[config.mk]
export PLATFORM = sky130hd
export DESIGN_NAME = mac_seq_ctrl_flat
export DESIGN_NICKNAME = d
export VERILOG_FILES = /design/src/rtl/mac_seq_pkg.sv /design/src/rtl/mac_seq_if.sv /design/src/rtl/mac_seq_skew.sv /design/src/rtl/mac_seq_ctrl.sv /design/src/flat_wrapper.sv
export SDC_FILE = /design/constraint.sdc
export NUM_CORES = 1
export LEC_CHECK = 0
export ABC_AREA = 1
export BUFFER_PORTS_ARGS = -buffer_cell sky130_fd_sc_hd__buf_4
export CORE_MARGIN = 2
export CORE_UTILIZATION = 53
export DETAILED_ROUTE_END_ITERATION = 6
export HOLD_SLACK_MARGIN = 0.02
export PLACE_DENSITY = 0.78
export SKIP_LAST_GASP = 1
export SYNTH_ARGS = -nofsm -noshare
export SYNTH_HDL_FRONTEND = slang
export SYNTH_SLANG_ARGS = --single-unit
[constraint.sdc]
create_clock -name clk -period 4.5 [get_ports clk]
set_clock_uncertainty 0.15 [all_clocks]
set_input_delay 0.675 -clock clk [delete_from_list [all_inputs] [get_ports clk]]
set_output_delay 0.675 -clock clk [all_outputs]
set_load 0.005 [all_outputs]
[src/rtl/mac_seq_pkg.sv]
// Shared types and helpers for the MAC lane sequencer.
// Optional systolic skew of lane issue is enabled with MAC_SEQ_SKEW_EN.
package mac_seq_pkg;

    typedef enum logic [2:0] {
        IDLE,
        CLEAR,
        RUN,
        DRAIN,
        DONE
    } state_t;

    // Width of a counter that must hold 0 .. n-1; never narrower than one bit.
    function automatic int cnt_width(input int n);
        return (n < 2) ? 1 : $clog2(n);
    endfunction

endpackage

[src/rtl/mac_seq_if.sv]
// Command, FIFO and MAC-array signals of the sequencer, grouped as one bundle.
// The master side issues jobs and reports FIFO state; the slave side is the sequencer.
interface mac_seq_if #(
    parameter int LANES = 8,
    parameter int LEN_W = 8
);
    logic             start;
    logic [LEN_W-1:0] len;
    logic             abort;
    logic [LANES-1:0] fifo_empty;
    logic [LANES-1:0] fifo_rd;
    logic [LANES-1:0] mac_en;
    logic             mac_clr;
    logic             busy;
    logic             done;

    modport master (
        output start, len, abort, fifo_empty,
        input  fifo_rd, mac_en, mac_clr, busy, done
    );

    modport slave (
        input  start, len, abort, fifo_empty,
        output fifo_rd, mac_en, mac_clr, busy, done
    );
endinterface

[src/rtl/mac_seq_skew.sv]
// Issue delay line for the systolic (MAC_SEQ_SKEW_EN) build: lane i fires i cycles after lane 0,
// and a pending pulse for an empty lane freezes the whole line so no empty FIFO is ever popped.
module mac_seq_skew #(
    parameter int LANES = 8
) (
    input  logic             clk,
    input  logic             rst_n,
    input  logic             flush,
    input  logic             want,
    input  logic [LANES-1:0] fifo_empty,
    output logic [LANES-1:0] fire,
    output logic             stall
);
    logic [LANES-1:0] pend;

    generate
        if (LANES == 1) begin : g_single
            assign pend = want;
        end else begin : g_line
            logic [LANES-2:0] dly;

            assign pend = {dly, want};

            always_ff @(posedge clk or negedge rst_n) begin
                if (!rst_n) begin
                    dly <= '0;
                end else if (flush) begin
                    dly <= '0;
                end else if (!stall) begin
                    dly <= pend[LANES-2:0];
                end
            end
        end
    endgenerate

    assign stall = |(pend & fifo_empty);
    assign fire  = stall ? '0 : pend;

endmodule

[src/rtl/mac_seq_ctrl.sv]
// MAC lane sequencer: clear accumulators, stream len beats in lockstep, drain, pulse done.
// Define MAC_SEQ_SKEW_EN for staggered (systolic) lane issue with a longer drain.
module mac_seq_ctrl
    import mac_seq_pkg::*;
#(
    parameter int LANES     = 8,
    parameter int LEN_W     = 8,
    parameter int DRAIN_CYC = 2
) (
    input logic   clk,
    input logic   rst_n,
    mac_seq_if.slave bus
);
`ifdef MAC_SEQ_SKEW_EN
    localparam int DRAIN_TOT = DRAIN_CYC + LANES - 1;
`else
    localparam int DRAIN_TOT = DRAIN_CYC;
`endif
    localparam int DW         = cnt_width(DRAIN_TOT);
    localparam int DRAIN_LAST = (DRAIN_TOT > 0) ? DRAIN_TOT - 1 : 0;

    state_t           state, state_d;
    logic [LEN_W-1:0] len_q;
    logic [LEN_W-1:0] beat_cnt;
    logic [DW-1:0]    drain_cnt;
    logic [LANES-1:0] fire;
    logic             stall;
    logic             issue;
    logic             last_beat;
    logic             drain_end;
    logic             mac_clr_q, busy_q, done_q;

`ifdef MAC_SEQ_SKEW_EN
    mac_seq_skew #(.LANES(LANES)) u_skew (
        .clk        (clk),
        .rst_n      (rst_n),
        .flush      (bus.abort),
        .want       (state == RUN),
        .fifo_empty (bus.fifo_empty),
        .fire       (fire),
        .stall      (stall)
    );
`else
    // Lockstep issue: every lane pops together, and only when no lane is empty.
    always_comb begin
        stall = (state == RUN) && (|bus.fifo_empty);
        fire  = '0;
        if (state == RUN && !stall) fire = '1;
    end
`endif

    assign issue     = fire[0];
    assign last_beat = issue && (beat_cnt == len_q - LEN_W'(1));
    assign drain_end = !stall && (drain_cnt == DW'(DRAIN_LAST));

    always_comb begin
        state_d = state;
        if (bus.abort) begin
            state_d = IDLE;
        end else begin
            case (state)
                IDLE:    if (bus.start) state_d = CLEAR;
                CLEAR:   state_d = (len_q != '0) ? RUN : DONE;
                RUN:     if (last_beat) state_d = (DRAIN_TOT == 0) ? DONE : DRAIN;
                DRAIN:   if (drain_end) state_d = DONE;
                DONE:    state_d = IDLE;
                default: state_d = IDLE;
            endcase
        end
    end

    // Outputs are decoded from the next state so they line up with the registered state.
    always_ff @(posedge clk or negedge rst_n) begin
        if (!rst_n) begin
            state     <= IDLE;
            len_q     <= '0;
            beat_cnt  <= '0;
            drain_cnt <= '0;
            mac_clr_q <= 1'b0;
            busy_q    <= 1'b0;
            done_q    <= 1'b0;
        end else begin
            state     <= state_d;
            mac_clr_q <= (state_d == CLEAR);
            busy_q    <= (state_d != IDLE);
            done_q    <= (state_d == DONE);
            if (bus.abort) begin
                beat_cnt  <= '0;
                drain_cnt <= '0;
            end else begin
                if (state == IDLE && bus.start) len_q <= bus.len;
                if (state == CLEAR)  beat_cnt <= '0;
                else if (issue)      beat_cnt <= beat_cnt + LEN_W'(1);
                if (state != DRAIN)  drain_cnt <= '0;
                else if (!stall)     drain_cnt <= drain_cnt + DW'(1);
            end
        end
    end

    assign bus.fifo_rd = fire;
    assign bus.mac_en  = fire;
    assign bus.mac_clr = mac_clr_q;
    assign bus.busy    = busy_q;
    assign bus.done    = done_q;

endmodule
[src/flat_wrapper.sv]
// flat-port wrapper written by rule: the top's interface ports become plain ports
module mac_seq_ctrl_flat import mac_seq_pkg::*;
#(
    parameter int LANES     = 8,
    parameter int LEN_W     = 8,
    parameter int DRAIN_CYC = 2
)
  (clk, rst_n, bus_start, bus_len, bus_abort, bus_fifo_empty, bus_fifo_rd, bus_mac_en, bus_mac_clr, bus_busy, bus_done);
  mac_seq_if #(.LANES(LANES), .LEN_W(LEN_W)) bus_i ();
  input logic clk;
  input logic rst_n;
  input wire logic [$bits(bus_i.start)-1:0] bus_start;
  input wire logic [$bits(bus_i.len)-1:0] bus_len;
  input wire logic [$bits(bus_i.abort)-1:0] bus_abort;
  input wire logic [$bits(bus_i.fifo_empty)-1:0] bus_fifo_empty;
  output wire logic [$bits(bus_i.fifo_rd)-1:0] bus_fifo_rd;
  output wire logic [$bits(bus_i.mac_en)-1:0] bus_mac_en;
  output wire logic [$bits(bus_i.mac_clr)-1:0] bus_mac_clr;
  output wire logic [$bits(bus_i.busy)-1:0] bus_busy;
  output wire logic [$bits(bus_i.done)-1:0] bus_done;
  assign bus_i.start = bus_start;
  assign bus_i.len = bus_len;
  assign bus_i.abort = bus_abort;
  assign bus_i.fifo_empty = bus_fifo_empty;
  assign bus_fifo_rd = bus_i.fifo_rd;
  assign bus_mac_en = bus_i.mac_en;
  assign bus_mac_clr = bus_i.mac_clr;
  assign bus_busy = bus_i.busy;
  assign bus_done = bus_i.done;
  mac_seq_ctrl #(.LANES(LANES), .LEN_W(LEN_W), .DRAIN_CYC(DRAIN_CYC)) u_core (.clk(clk), .rst_n(rst_n), .bus(bus_i));
endmodule
# After elaboration in Yosys (flattened, before gate mapping)
# Index checks and enable logic that the tools add are counted.
# classes
add_sub_neg,3
multipliers,0
div,0
magnitude_cmp,0
n_eq_ne,8
n_shift,0
mux,13
n_bitwise,1
n_reduce_logical,12
# op_table
op,count
$mux W8,4
$mux W3,5
$pmux W3 S4,1
$add A8 B1 Y8 const B,1
$eq A8 B8 Y1,1
$reduce_bool A8 Y1,1
$reduce_or A8 Y1,1
$sub A8 B1 Y8 const B,1
$eq A3 B1 Y1 const B,2
$eq A3 B2 Y1 const B,2
$reduce_bool A3 Y1,2
$logic_and A1 B1 Y1,5
$eq A3 B3 Y1 const B,1
$logic_not A3 Y1,1
$mux W1,3
$ne A3 B2 Y1 const B,1
$ne A3 B3 Y1 const B,1
$reduce_and A2 Y1,1
$add A1 B1 Y1 const B,1
$logic_not A1 Y1,1
$not A1 Y1,1
# word_totals
regBits,23
latchBits,0
ramBits,0
rom_bits,0
out_inout_bits,19
wordCells,44
n_memories,0

# Logic depth before layout (Yosys ltp)
# logic_depth
word_depth,10
mapped_depth,13
mapped_depth_nobuf,13

# Worst setup path after synthesis
# OpenSTA, ideal clock, no wires.
# synth_timing
path_kind,input to output
from,input bus_fifo_empty[7]
to,output bus_fifo_rd[1]
t_arrival_ns,1.557
t_required_ns,3.675
slack_ns,2.118
stages,6
cell_sequence,nor2_1 -> nand2_1 -> nor2_1 -> nand2_2 -> inv_1 -> buf_4
# synth_via
elab_chain_len,5
# synth_rtl
item,line_no,source
start: declaration,flat_wrapper.sv:15,input wire logic [$bits(bus_i.fifo_empty)-1:0] bus_fifo_empty;
$reduce_or A8 Y1,mac_seq_ctrl.sv:46,stall = (state == RUN) && (|bus.fifo_empty);
$logic_and A1 B1 Y1,mac_seq_ctrl.sv:46,
$logic_not A1 Y1,mac_seq_ctrl.sv:48,if (state == RUN && !stall) fire = '1;
$logic_and A1 B1 Y1,mac_seq_ctrl.sv:48,
$mux W8,mac_seq_ctrl.sv:48,
end: declaration,flat_wrapper.sv:16,output wire logic [$bits(bus_i.fifo_rd)-1:0] bus_fifo_rd;
# Every way passes these cells.

# Final worst setup path
# layout_timing
from,input bus_fifo_empty[7]
to,output bus_fifo_rd[2]
# Same word-level chain as after synthesis.

==> flow_summary.ini <==
[setup_path]
r2r_slack_ps = 2610
crit_path_start_kind = input port
crit_path_cell_trace = buf_4, nor2_1, nand2_1, nor2_1, nand2_2, inv_1, buf_4
cp.required_ps = 3670
critPathMaxStageDelay_ps = 410
critPathTopFamily = buffers and inverters
cp.arrival_ps = 1800
end_kind = primary output
critical_path_depth = 7
rr_worst_depth = 6
worst-path-buf-inv = 3
cp_max_fo = 20
crit_slowest_cell = inv_1
worst-setup-path-type = input port to primary output

[sta]
final_hold_viol_count = 0
maxSlewHeadroom = 0.6409
max_slew.worst_pin.slew_ps = 538.1
finalWorstSetupSlack_ps = 1874
min_period_ps = 2626
period_share = 0.5835
slew_viol_final = 0
setup_viol = 0
rsz0062_at_grt = no
tns_ps = 0
timing.fmax_mhz = 380.9

[clocking]
worstSkewPairLatency_ps = 310
numCtsBuffers = 3
cts_resized = 0
clock_tree.root_cell = clkbuf_4
cts_tree = yes
cts_setup_buffers = 0
cts_num_sinks = 23
hold_buffers = 0
path_clk_slew_ps = 130
cts_max_level = 1
cts_buffer_depth = 2

[logic_synthesis]
yosysWarningCount = 0
synthDominantCellAreaShare = 0.3862
synth-seq-cells = 23
syn_inst = 209
synth_largest_area_cell = dfrtp_1
ys_top_cells_by_area = dfrtp_1, nand2_1, buf_4, inv_1, nor2_1
yosysUniqueCellTypes = 26
syn-cell-area_sq_um = 1490
seq_area_frac_synth = 0.3862
syn_avg_cell_area_sq_um = 7.130
synth_nets = 232

[pwr]
power.internal_w = 0.0003229
clkPwrFrac = 0.194
switchingPower_w = 0.0001801
combPwrFrac = 0.314
seq_power_share = 0.493
p_total_w = 0.0005030
leakage_nw = 0.9248
powerDensity_nw_per_um2 = 291.7
ir_worst_vdd_uv = 267.3
switching_share = 0.3580

[global_route]
grt_pass1_wl_mm = 4.809
grt_overflow = 0
grt_max_degree = 24
grt.total_usage = 0.1871
antenna_found_initial = 0
grt_pass1_vias = 1133

[placed_design]
gp_congestion = 0.7701
dp_slack_ps = 1849
numPortBuffers = 38
post-dp-hpwl_mm = 2.255

[job]
max_cap_viol_count = 0

[die]
start_util = 0.5499
rows = 19
core_sq_um = 2710
fp.dieW_microns = 57.03
io_pins = 39
die_h_microns = 57.03
die_area_sq_um = 3252

[layout]
final_layout_size_suffix_gt1_frac = 0.2340
fin_nets = 259
n_antenna_cell = 0
final_util = 0.6362
nFillCells = 258
synthToLayoutAreaGrowth_pct = 15.70

[route]
drt_wl_total_mm = 2.862
vias_per_cell = 4.921
dr.pass1.iters = 4
wire_per_inst_microns = 10.76
ant_nets = 0
vias = 1309
drc = 0
first_iter_violations = 45

[status]
status = finished clean

[worst_hold_path]
hold_path.class = input port to async pin
## cells in the mapped netlist, drive strengths merged
master  instances
nor3            3
nand3          17
nand4           3
xnor2           1
nand2          55
a211oi          1
a21oi           6
ha              3
o21ai          15
dfrtp          23
xor2            1
buf            16
nor2           33
o21bai          1
inv            31
## final cells by class
cell class / count / area (sq um) / share of cell area
inverters: 31 / 118.9 / 0.06894
clock buffers: 3 / 22.52 / 0.01306
multi-input cells: 139 / 678.2 / 0.3933
repair buffers: 38 / 285.3 / 0.1655
flip-flops and latches: 23 / 575.6 / 0.3338
well taps: 31 / 38.79 / 0.02250
clock inverters: 1 / 5.005 / 0.002903
## logic make-up (layout without fill, tap and decap cells)
family / Yosys count / count (layout) / share of synthesized area
flops: 23 / 23 / 0.3862
simple gates: 111 / 111 / 0.3350
fa+ha+maj: 3 / 3 / 0.02519
buf+inv: 47 / 73 / 0.1587
xor+xnor: 2 / 2 / 0.01176
compound gates: 23 / 23 / 0.08312
## layout by cell type, fill, tap and decap left out, drive strengths merged
cell type | netlist | layout
clkbuf | 0 | 3
xor2 | 1 | 1
clkinv | 0 | 1
nor3 | 3 | 3
a211oi | 1 | 1
nand4 | 3 | 3
nand3 | 17 | 17
o21ai | 15 | 15
nor2 | 33 | 33
xnor2 | 1 | 1
a21oi | 6 | 6
nand2 | 55 | 55
inv | 31 | 31
buf | 16 | 38
o21bai | 1 | 1
dfrtp | 23 | 23
ha | 3 | 3
## metrics by stage
step                instance area, sq um  cells  hold slack (ps)
finish                              1724    266            73.18
global route                        1724    266            78.80
CTS                                 1724    266            76.93
detailed placement                  1697    262            391.2
global placement                    1697    262            388.0
floorplan                           1490    209            229.4
## metal layers
metal	vias to the layer above	GRT usage	wire length [microns]
met4	0	0.04983	29
li1	689	-	-
met2	41	0.3103	1293
met5	-	0	0
met3	4	0.02721	153
met1	575	0.2584	1386
## final timing paths
| check | endpoint | startpoint |
|---|---|---|
| max | bus_fifo_rd[2] | bus_fifo_empty[7] |
| min | u_core.beat_cnt[5]$_DFFE_PN0P_ | rst_n |
| max reg2reg | u_core.beat_cnt[6]$_DFFE_PN0P_ | u_core.state[0]$_DFF_PN0_ |
| min reg2reg | u_core.drain_cnt$_DFFE_PN0P_ | u_core.drain_cnt$_DFFE_PN0P_ |
| max in group asynchronous | u_core.len_q[4]$_DFFE_PN0P_ | rst_n |
| min in group clk | u_core.drain_cnt$_DFFE_PN0P_ | bus_abort |
## power groups by stage
stage                clock, W  combinational (W)  sequential, W
finish              0.0000974           0.000158       0.000248
global placement            0           0.000156       0.000251
global route         0.000108           0.000182       0.000251
detailed placement          0           0.000159       0.000251
CTS                  0.000103           0.000160       0.000247
floorplan                   0           0.000113       0.000248
## flip-flops by register name, indices dropped and copies added (netlist names)
register	cells
u_core.bus.mac_clr	1
u_core.beat_cnt	8
u_core.bus.done	1
u_core.state	3
u_core.len_q	8
u_core.drain_cnt	1
u_core.bus.busy	1
Power figures use the tool's default switching activity.
